==> config.mk <==
export PLATFORM = sky130hd
export DESIGN_NAME = fc_argmax_classifier
export DESIGN_NICKNAME = d
export VERILOG_FILES = /design/src/rtl/fc_argmax_classifier.sv
export SDC_FILE = /design/constraint.sdc
export NUM_CORES = 1
export LEC_CHECK = 0
export ABC_AREA = 1
export CAP_MARGIN = 20
export CORE_MARGIN = 2
export CORE_UTILIZATION = 25
export CTS_CLUSTER_SIZE = 12
export DETAILED_ROUTE_END_ITERATION = 10
export HOLD_SLACK_MARGIN = 0.12
export PLACE_DENSITY_LB_ADDON = 0.1
export SLEW_MARGIN = 20
export SYNTH_ARGS = -nofsm -noshare
export SYNTH_HDL_FRONTEND = slang
export SYNTH_SLANG_ARGS = --single-unit
==> constraint.sdc <==
create_clock -name clk -period 2.5 [get_ports clk]
set_input_delay 0.5 -clock clk [delete_from_list [all_inputs] [get_ports clk]]
set_output_delay 0.5 -clock clk [all_outputs]
set_load 0.01 [all_outputs]
==> src/rtl/fc_argmax_classifier.sv <==
// Argmax stage after FC3: streams NUM_CLASS signed scores per frame and reports
// the winning class index and score through a one-entry valid/ready result register.
module fc_argmax_classifier #(
  parameter int unsigned DATA_WIDTH = 32,
  parameter int unsigned NUM_CLASS  = 40,
  parameter int unsigned IDX_WIDTH  = 6,
  parameter int unsigned CNT_WIDTH  = 16
) (
  input  logic                  clk,
  input  logic                  rst,
  input  logic                  in_valid,
  input  logic [DATA_WIDTH-1:0] data_in,
  input  logic                  res_ready,
  output logic                  res_valid,
  output logic [IDX_WIDTH-1:0]  res_class,
  output logic [DATA_WIDTH-1:0] res_score,
  output logic [CNT_WIDTH-1:0]  frame_cnt,
  output logic                  busy,
  output logic                  overrun
);

  localparam logic [IDX_WIDTH-1:0] LAST_IDX = IDX_WIDTH'(NUM_CLASS - 1);

  typedef enum logic {IDLE, ACCUM} state_t;

  state_t                state;
  logic [IDX_WIDTH-1:0]  elem;
  logic [IDX_WIDTH-1:0]  max_idx;
  logic [DATA_WIDTH-1:0] max_val;

  logic                  start;
  logic                  last;
  logic                  complete;
  logic                  can_load;
  logic [DATA_WIDTH-1:0] cand_val;
  logic [IDX_WIDTH-1:0]  cand_idx;

  // Running max including the current beat; a frame's first beat always wins.
  always_comb begin
    start    = (state == IDLE);
    last     = start ? (NUM_CLASS == 1) : (elem == LAST_IDX);
    complete = in_valid && last;
    can_load = !res_valid || res_ready;
    cand_val = max_val;
    cand_idx = max_idx;
    if (start || ($signed(data_in) > $signed(max_val))) begin
      cand_val = data_in;
      cand_idx = start ? '0 : elem;
    end
  end

  always_ff @(posedge clk) begin
    if (rst) begin
      state     <= IDLE;
      elem      <= '0;
      max_idx   <= '0;
      max_val   <= '0;
      busy      <= 1'b0;
      res_valid <= 1'b0;
      res_class <= '0;
      res_score <= '0;
      frame_cnt <= '0;
      overrun   <= 1'b0;
    end else begin
      if (in_valid) begin
        max_val <= cand_val;
        max_idx <= cand_idx;
        if (complete) begin
          state     <= IDLE;
          busy      <= 1'b0;
          elem      <= '0;
          frame_cnt <= frame_cnt + CNT_WIDTH'(1);
        end else begin
          state <= ACCUM;
          busy  <= 1'b1;
          elem  <= elem + IDX_WIDTH'(1);
        end
      end
      // Result register: a completion loads if the slot is free or draining this cycle.
      if (complete && can_load) begin
        res_valid <= 1'b1;
        res_class <= cand_idx;
        res_score <= cand_val;
      end else if (complete) begin
        overrun <= 1'b1;
      end else if (res_valid && res_ready) begin
        res_valid <= 1'b0;
      end
    end
  end

endmodule

Word level (Yosys, flattened, before mapping)
Index checks and enable logic that the tools add are counted.
Word-level totals
  input bits: 36
  flip-flop bits (word level): 101
  output and inout bits: 57
Operators by class
  eq/ne operators: 2
  magnitude comparators: 1
  multiplexer cells: 9
  add/subtract/negate cells: 2
  reductions and logical operators: 10
  bitwise gates (word level): 2
Operators with widths (count)
  32-bit > comparator: 1
  32-bit two-way mux: 1
  6-bit two-way mux: 3
  16-bit by 1-bit adder with 16-bit output (second input constant): 1
  6-bit by 1-bit adder with 6-bit output (second input constant): 1
  6-bit == test (second input constant): 1
  2-bit AND reduction: 3
  1-bit two-way mux: 5
  1-bit logical AND: 3
  1-bit logical OR: 2
  2-bit by 1-bit != test with 1-bit output (second input constant): 1
  1-bit NOT: 2
  2-bit nonzero test: 1
  1-bit logical NOT: 1

Logic depth before layout (Yosys ltp)
Gate-level depths: netlist of run 1.
  depth in word-level cells: 6
  depth in mapped cells: 21
  gate-level depth less buffers: 20

Worst setup path before layout of run 1
OpenSTA, ideal clock, no wires.
  path kind: input-to-reg
  start point: input port data_in[31]
  end point: register max_val[19]
  setup time: 0.109 ns
  arrival time: 2.056 ns
  stages on the path: 14
  path slack: 0.335 ns
  cells stage by stage: ha_1 > a21oi_1 > o21a_1 > nand2_1 > a21oi_2 > nand2_1 > nand2_1 > nand3_4 > buf_12 > buf_12 > nand3_2 > nand3_1 > nand2_1 > inv_1
On the way
  cells in the longest elaborated chain, start to end: 3
Ends and longest elaborated chain
  from (decl): RTL line 12  | input logic [DATA_WIDTH-1:0] data_in,
  32-bit > comparator: RTL line 46  | if (start || ($signed(data_in) > $signed(max_val))) begin
  1-bit logical OR: RTL line 46
  32-bit two-way mux: RTL line 46
  to (signal assigned): RTL line 66  | max_val <= cand_val;
  to (decl): RTL line 29  | logic [DATA_WIDTH-1:0] max_val;
Every way passes these cells.
A chain may end at the register's enable or synchronous reset.

Worst setup path in the final report of run 1
  start point: input port data_in[28]
  end point: register max_val[6]
Same word-level chain as after synthesis.

==> results of run 1 <==
[repair_timing]
item                       in CTS  in global routing
setup endpoints to repair      62                 76
buffers inserted                0                  2
resized for setup               2                 48
pin swaps                       1                 10
cloned                          0                  3
[flip-flops by register name (all words and copies together), names as in the netlist]
register and count:
max_val 32, res_score 32, frame_cnt 16, elem 6, max_idx 6, res_class 6, overrun 1, res_valid 1
state 1
[per-layer routing]
layer	vias to the layer above	part of all wire	GRT usage
met3	12	0.048	0.0311
met5	-	0	0
met1	2254	0.50	0.186
met2	97	0.44	0.222
met4	0	0.013	0.0441
li1	2716	-	-
[logic make-up (layout without fill, tap and decap cells)]
family | Yosys count | after routing
XOR/XNOR | 5 | 5
AO/OA/AOI/OAI | 115 | 115
flip-flops | 101 | 101
adder cells (fa/ha/maj) | 34 | 34
AND/OR/NAND/NOR | 358 | 358
buffers and inverters | 180 | 276
[area by class of cell]
cell class	instances	area [um2]
flip-flops and latches	101	2020
inverters	140	526
well taps	285	357
multi-input cells	512	2970
repair buffers	120	1310
clock buffers	10	239
clock inverters	6	61.3
fillers	2442	15000
[placed cells by master, fill, tap and decap left out, types with 2 or more instances in the layout]
cell / instances
sky130_fd_sc_hd__ha_1: 32
sky130_fd_sc_hd__nor2_2: 8
sky130_fd_sc_hd__nor3_1: 4
sky130_fd_sc_hd__clkbuf_16: 12
sky130_fd_sc_hd__nor2_1: 35
sky130_fd_sc_hd__dlymetal6s2s_1: 29
sky130_fd_sc_hd__o21a_1: 42
sky130_fd_sc_hd__nand3_2: 23
sky130_fd_sc_hd__buf_2: 2
sky130_fd_sc_hd__nor2_4: 2
sky130_fd_sc_hd__o21ai_0: 7
sky130_fd_sc_hd__nand3_1: 104
sky130_fd_sc_hd__xor2_1: 4
sky130_fd_sc_hd__dfxtp_1: 100
sky130_fd_sc_hd__inv_2: 2
sky130_fd_sc_hd__buf_4: 19
sky130_fd_sc_hd__clkinv_2: 3
sky130_fd_sc_hd__nand2_1: 164
sky130_fd_sc_hd__nand2_2: 5
sky130_fd_sc_hd__clkdlybuf4s50_1: 60
sky130_fd_sc_hd__a21oi_2: 7
sky130_fd_sc_hd__inv_1: 138
sky130_fd_sc_hd__buf_12: 5
sky130_fd_sc_hd__ha_4: 2
sky130_fd_sc_hd__nand4_1: 8
sky130_fd_sc_hd__a21oi_1: 54
sky130_fd_sc_hd__o21ai_1: 2
[worst max-delay path by stage]
stage / cells past startpoint / to
after CTS: 17 / res_score[10]$_SDFFE_PP0P_
after global routing: 15 / max_val[13]$_SDFFE_PP0P_
after floorplan: 14 / max_val[19]$_SDFFE_PP0P_
after global placement: 14 / res_score[10]$_SDFFE_PP0P_
after detailed placement: 14 / res_score[10]$_SDFFE_PP0P_
final: 15 / max_val[6]$_SDFFE_PP0P_
[power by group]
part / switching, W / internal (W) / total [W]
clock network: 0.000670 / 0.000803 / 0.00147
logic: 0.000413 / 0.000282 / 0.000695
registers: 0.0000307 / 0.00166 / 0.00169
total: 0.00111 / 0.00274 / 0.00386
[worst max-delay path: stages]
cell                              delay (ns)
sky130_fd_sc_hd__clkdlybuf4s50_1        0.47
sky130_fd_sc_hd__ha_1                   0.31
sky130_fd_sc_hd__nand2_1                0.07
sky130_fd_sc_hd__nor2_2                 0.05
sky130_fd_sc_hd__nand2_2                0.08
sky130_fd_sc_hd__inv_1                  0.05
sky130_fd_sc_hd__a21oi_2                0.24
sky130_fd_sc_hd__nand3_2                0.13
sky130_fd_sc_hd__nand3_4                0.16
sky130_fd_sc_hd__nand2_8                0.11
sky130_fd_sc_hd__clkbuf_16              0.21
sky130_fd_sc_hd__nand2_1                0.08
sky130_fd_sc_hd__nand3_1                0.08
sky130_fd_sc_hd__nand2_1                0.09
sky130_fd_sc_hd__inv_1                  0.04
[metrics by stage]
stage                     std cells  hold WS (ns)  TNS (ns)  worst slack [ns]  power, W
after floorplan                 793         0.456         0             0.335   0.00218
after global placement         1153         0.455    -28.45            -0.419   0.00237
after detailed placement       1153         0.445    -30.52            -0.450   0.00237
after CTS                      1169         0.466         0            0.0124   0.00388
after global routing           1174         0.496    -0.299           -0.0480   0.00408
final                          1174         0.465         0            0.0968   0.00386
==> metrics list, run 1 <==
* Result of the run: complete, no violations
* Endpoint arrival time on the critical path: 2.67 ns
- Commonest cells in the synthesized netlist: sky130_fd_sc_hd__nand2_1 (166), sky130_fd_sc_hd__inv_1 (138), sky130_fd_sc_hd__nand3_1 (106)
- Top Ports: 93
- Yosys mapped a number of flops with a built-in enable equal to 0.
- The first global-routing pass estimated 26200 um of wire.
* Final period util: 0.961
* Power Dens Cells: 516 nW/um2
- sky130_fd_sc_hd__nand2_1 is the most common cell in the netlist.
- The clock net in this run drives a total of 101 sinks.
- The number of global-route vias before repair is 4998.
- Number of buffer cells added on primary ports: 92
* Max Fanout on Critical Path: 8
* Count of state elements after synthesis: 101
* Crit. End Element: flop
- Count of unique library cells instantiated by Yosys: 33
- Post-place instance area: 6940 um2
- Worst path required time: 2.76 ns
* YS warnings: 0
* Clock transition at the registers of the reported paths: 0.08 ns
* Yosys top cell area share: 0.357
- For this run, design rule violations remaining after detail routing come to 0.
* Hold violation total from the final report: 0
- Total core area: 22400 um2
* Setup violation total in the final timing report: 0
* Clock buffers created by TritonCTS: 9
* H-tree levels: 3
- Using the TritonRoute via totals, the vias-per-cell ratio works out to 4.33.
- STA classifies the critical path startpoint as an input port.
- Layout overhead on the synthesized area: 32.1%
- The initial antenna violation count came to 0.
* Clock latency of the later-clocked register in the worst-skew pair: 0.36 ns
- Worst Path Class, Setup: input port to flop
- The most critical setup path has its startpoint at data_in[28].
- Tmin final: 2.40 ns
* FF-to-FF Start: max_val[17]$_SDFFE_PP0P_
* Number of instances on the worst hold path: 2
- No sink is reached through more buffers than the 2 on the longest clock path.
- Measured in cells, the most critical reg-to-reg path has a length of 17.
- 1st-pass router iterations: 6
- For this run, the post-layout net count is 954.
* Clock tree from TritonCTS: built
- Final core utilization: 0.334
* Post-route ant nets: 0
- Of the total synthesized cell area, the portion taken by full adders, half adders and majority gates is 0.0751.
- Layout cells sized above 1: 0.115
* Compound-cell area share of the yosys netlist: 0.123
- Worst rel slew slack: 0.511
- The worst hold path terminates at overrun$_SDFFE_PP0P_.
- Post-synthesis sequential area ratio: 0.357
- Main flop type after synthesis: sky130_fd_sc_hd__dfxtp_1
- Post-Synthesis Net Count: 863
- For this run, asynchronously set or reset flops after synthesis account for 0.
- After clock tree synthesis, the flow added hold-fix buffers numbering 0.
- In the synthesized netlist, the number of instances is 793.
- The routed design has 16200 um of wire.
- Starting density of the core: 0.253
- The min-delay analysis places its worst path in the category flop to flop.
- Gr usage total: 0.139
- The floorplan has 55 rows.
- After synthesis, the share of cell area in mux cells is 0.
- For this design the static power due to leakage is 3.68 nW.
- Floorplan die area: 23900 um2
* Post-synthesis instance area: 5670 um2
- Largest net degree at the start of global routing: 51
- Area of all placed cells without fillers: 7480 um2
* Main combinational cell family by area after synthesis: simple AND/OR/NAND/NOR gates
* Flop-to-flop setup slack: 0.19 ns
- Vias post-DR: 5079
- At the end of routability-driven placement, the weighted congestion stood at 0.715.
- At the pin with the least slew margin, the transition time is 0.733 ns.
- Terminus of the critical flop-to-flop path: max_val[6]$_SDFFE_PP0P_
- Drt wl/cell: 13.8 um
* Simple-gate portion of the synthesized area: 0.303
- First-iteration detailed-routing DRC count: 198
- XOR/XNOR share of the synthesized area: 0.00773
* Final HPWL DP: 10400 um
- Each instance of the synthesized netlist takes up on average 7.14 um2.
* Upper clock frequency limit: 0.416 GHz
* Main area contributors after synthesis: sky130_fd_sc_hd__dfxtp_1 (36%), sky130_fd_sc_hd__nand2_1 (11%), sky130_fd_sc_hd__nand3_1 (9.4%)
- Die width: 155 um
- The final-report max-slew violation count is 0.
- The repair_antennas step left the layout with diodes totalling 0.
* Global-route congestion overflow total: 0
- The synthesized design spends more area on one cell type than any other, namely sky130_fd_sc_hd__dfxtp_1.
* Maximum VDD drop: 0.289 mV
- Setup clock skew after layout: 0.0123 ns
- Hold path startpoint: overrun$_SDFFE_PP0P_
- Across the run, the number of max-cap violations was 0.
- Cell at the root of the clock tree: sky130_fd_sc_hd__clkbuf_16
* Height of the die: 155 um
No activity file was read; power rests on OpenSTA's default activity.
==> run 2: changes to the inputs <==
Settings changed: CORE_MARGIN 2 to 10, PLACE_DENSITY_LB_ADDON 0.1 to not set.
==> metrics list, run 2 (synthesis gave the netlist of run 1 again) <==
* Total power consumption of the routed design: 0.00383 W (-0.79%)
* Post-Route WL: 15900 um (-1.9%)
- The detailed-routed wire length on met2 came to 7200 um (+0.84%).
- The number of hold buffers added after cts came to 0 (unchanged).
* Drt wl/cell: 13.6 um (-1.7%)
- Most frequent standard cell in the layout excluding fill and tap cells: sky130_fd_sc_hd__nand2_1
- Setup violation total in the final timing report: 0 (unchanged)
* Post-route ant nets: 0 (unchanged)
- Hold violation total from the final report: 0 (unchanged)
- Vias in the first global route: 4930 (-1.4%)
* Antenna violations before repair: 3 (+3)
- The final hold slack was 0.455 ns (-0.00979 ns).
- The highest metal layer carrying signal wires in the routed design is met5.
* Final HPWL DP: 10800 um (+3.0%)
- The wire length on met3 came to 1190 um (+52%).
- Clock sink count: 101 (unchanged)
- Total core area: 22500 um2 (+0.31%)
- Buf+Inv Stages, Crit Path: 3 (-1)
- Gr usage total: 0.107 (-0.0316)
- The peak supply drop came to 0.301 mV (+4.3%).
* Power Dens Cells: 507 nW/um2 (-1.7%)
- Among all stages on the critical path, the largest delay is contributed by sky130_fd_sc_hd__clkdlybuf4s50_1.
- First-iteration detailed-routing DRC count: 228 (+15%)
* 1st-pass router iterations: 4 (-2)
* Worst path required time: 2.74 ns (-0.02 ns)
- Number of buffer cells added on primary ports: 92 (unchanged)
* Cell-by-cell listing of the critical path: clkdlybuf4s50_1 -> ha_1 -> nand2_2 -> nor2_2 -> nand2_2 -> nor2_4 -> nand2_2 -> nand2_2 -> nand2_2 -> nand3_4 -> nand2_8 -> clkbuf_16 -> nand2_1 -> nand3_1 -> nand2_1 -> inv_1
- The total number of vias is 5176 (+1.9%).
- Worst Path Class, Setup: input port to flop
- Post-place instance area: 6900 um2 (-0.58%)
- The slew at the pin with the worst max-slew slack is 0.706 ns (-0.0268 ns).
- Wire length of the first global-routing pass: 24900 um (-5.0%)
- The part of the cycle the worst path needs came to 0.951 (-0.0100).
* Critical path's most frequent cell: sky130_fd_sc_hd__nand2_2
* Pre-CTS worst setup slack: -0.304 ns (+0.146 ns)
* Clock latency of the later-clocked register in the worst-skew pair: 0.35 ns (about the same)
- Layout cells sized above 1: 0.121 (+0.00617)
- CTS placed an instance of sky130_fd_sc_hd__clkbuf_16 at the clock tree root.
- Via count normalized by instance count: 4.42 (+2.2%)
* Max Root-Sink Buffers: 2 (unchanged)
* Row count: 55 (unchanged)
* Most frequent cells in the layout: sky130_fd_sc_hd__nand2_1 (158), sky130_fd_sc_hd__inv_1 (138), sky130_fd_sc_hd__nand3_1 (105)
* Setup tns final: 0 ns (unchanged)
* Crit. End Element: flop
- The total clock buffers created by CTS was 9 (unchanged).
- Height of the die: 171 um (+10%)
- Die width: 171 um (+10%)
- Leading registers by flop count: max_val: 32 flops, res_score: 32 flops, frame_cnt: 16 flops
- Endpoint arrival time on the critical path: 2.62 ns (-0.05 ns)
- Starting density of the core: 0.252 (-0.000772)
- The maximum net fanout on the critical path is 8 (unchanged).
* Number of pins exceeding their max-slew limit in the final report: 0 (unchanged)
* Floorplan die area: 29100 um2 (+22%)
- The I/O pin total came to 93 (unchanged).
- The post-detailed-route DRC marker count came to 0 (unchanged).
- Upper clock frequency limit: 0.421 GHz (+1.1%)
- The max-capacitance violation count was 0 (unchanged).
- Global-route congestion overflow total: 0 (unchanged)
* Net count reported at finish: 951 (-0.31%)
* Setup clock skew after layout: 0.00776 ns (-0.00453 ns)
* Result of the run: complete, no violations
* H-tree levels: 3 (unchanged)
- The final standard cell area without fillers is 7550 um2 (+0.92%).
- The final setup slack of the worst path came to 0.122 ns (+0.0251 ns).
- Length of routed wiring on met1: 7320 um (-9.7%)
* CP delay by family, top: simple AND/OR/NAND/NOR gates
- Final estimated routing congestion in global placement: 0.775 (+8.4%)
- Delay of the slowest critical-path stage: 0.46 ns (about the same)
- The largest net degree at the start of global routing is 77 (+51%).
- The shortest period the worst path allows was 2.38 ns (-0.0251 ns).
* Element type at the critical path start: input port
- TritonCTS built the clock tree.
- The clock-pin slew on the worst setup and hold paths was 0.06 ns (-0.02 ns).
- Static leakage power: 3.65 nW (-0.76%)
- Worst rel slew slack: 0.529 (+0.0179)
* Layout overhead on the synthesized area: 33.3%
- The min-delay analysis places its worst path in the category flop to flop.
==> run 2: cell count changes in the layout (fill, tap and decap cells not counted), sizes merged <==
cell / previous run / this run
clkdlybuf4s50: 60 / 62
inv: 141 / 139
buf: 27 / 24
clkinvlp: 1 / 0
dlygate4sd2: 1 / 0
clkbuf: 13 / 14
diode: 0 / 1
clkinv: 3 / 4
dlymetal6s2s: 29 / 28
==> run 2: path summary, 6_finish.rpt <==
path,startpoint,end,slack [ns],cells past startpoint
worst max register to register,max_val[23]$_SDFFE_PP0P_,max_val[13]$_SDFFE_PP0P_,0.20,16
worst min-delay path,overrun$_SDFFE_PP0P_,overrun$_SDFFE_PP0P_,0.46,2
worst max-delay path,data_in[26],max_val[13]$_SDFFE_PP0P_,0.12,16
worst min register to register,overrun$_SDFFE_PP0P_,overrun$_SDFFE_PP0P_,0.46,2
==> run 2: per-layer routing <==
metal / vias up / global-route usage
li1: 2721 / -
met1: 2326 / 0.128
met2: 109 / 0.172
met3: 16 / 0.0422
met4: 4 / 0.0343
met5: - / 0
==> run 2: tightest hold or removal path: stages, from the launching register on <==
cell and delay (ns):
sky130_fd_sc_hd__dfxtp_1 0.31, sky130_fd_sc_hd__inv_1 0.05, sky130_fd_sc_hd__a21oi_1 0.05
==> run 2: repair_timing <==
action	in CTS	in global routing
endpoints found under the setup margin	0	76
buffers inserted	0	1
gates resized for setup	0	63
==> run 2: area by class of cell <==
class | count | area (um2)
clock inverter | 4 | 48.8
sequential | 101 | 2020
timing repair buffer | 117 | 1280
antenna | 1 | 2.50
inverter | 140 | 526
fill | 2370 | 15000
clock buffer | 11 | 243
tap | 285 | 357
multi-input combinational | 512 | 3080
==> run 2: per-stage QoR <==
stage,utilization,instances
after floorplan,-,793
after global placement,0.306,1151
after detailed placement,0.306,1151
after CTS,0.319,1166
after global routing,0.336,1170
final,0.336,1171
==> run 2: where the power goes <==
part           internal (W)  switching (W)
sequential          0.00166      0.0000298
clock              0.000798       0.000626
combinational      0.000297       0.000418
total               0.00275        0.00107
==> run 3: changes to the inputs <==
Settings changed: CTS_CLUSTER_SIZE 12 to not set, SLEW_MARGIN 20 to 15.
==> results of run 3 <==
Final layout, timing and power as in run 2 (identical DEF).
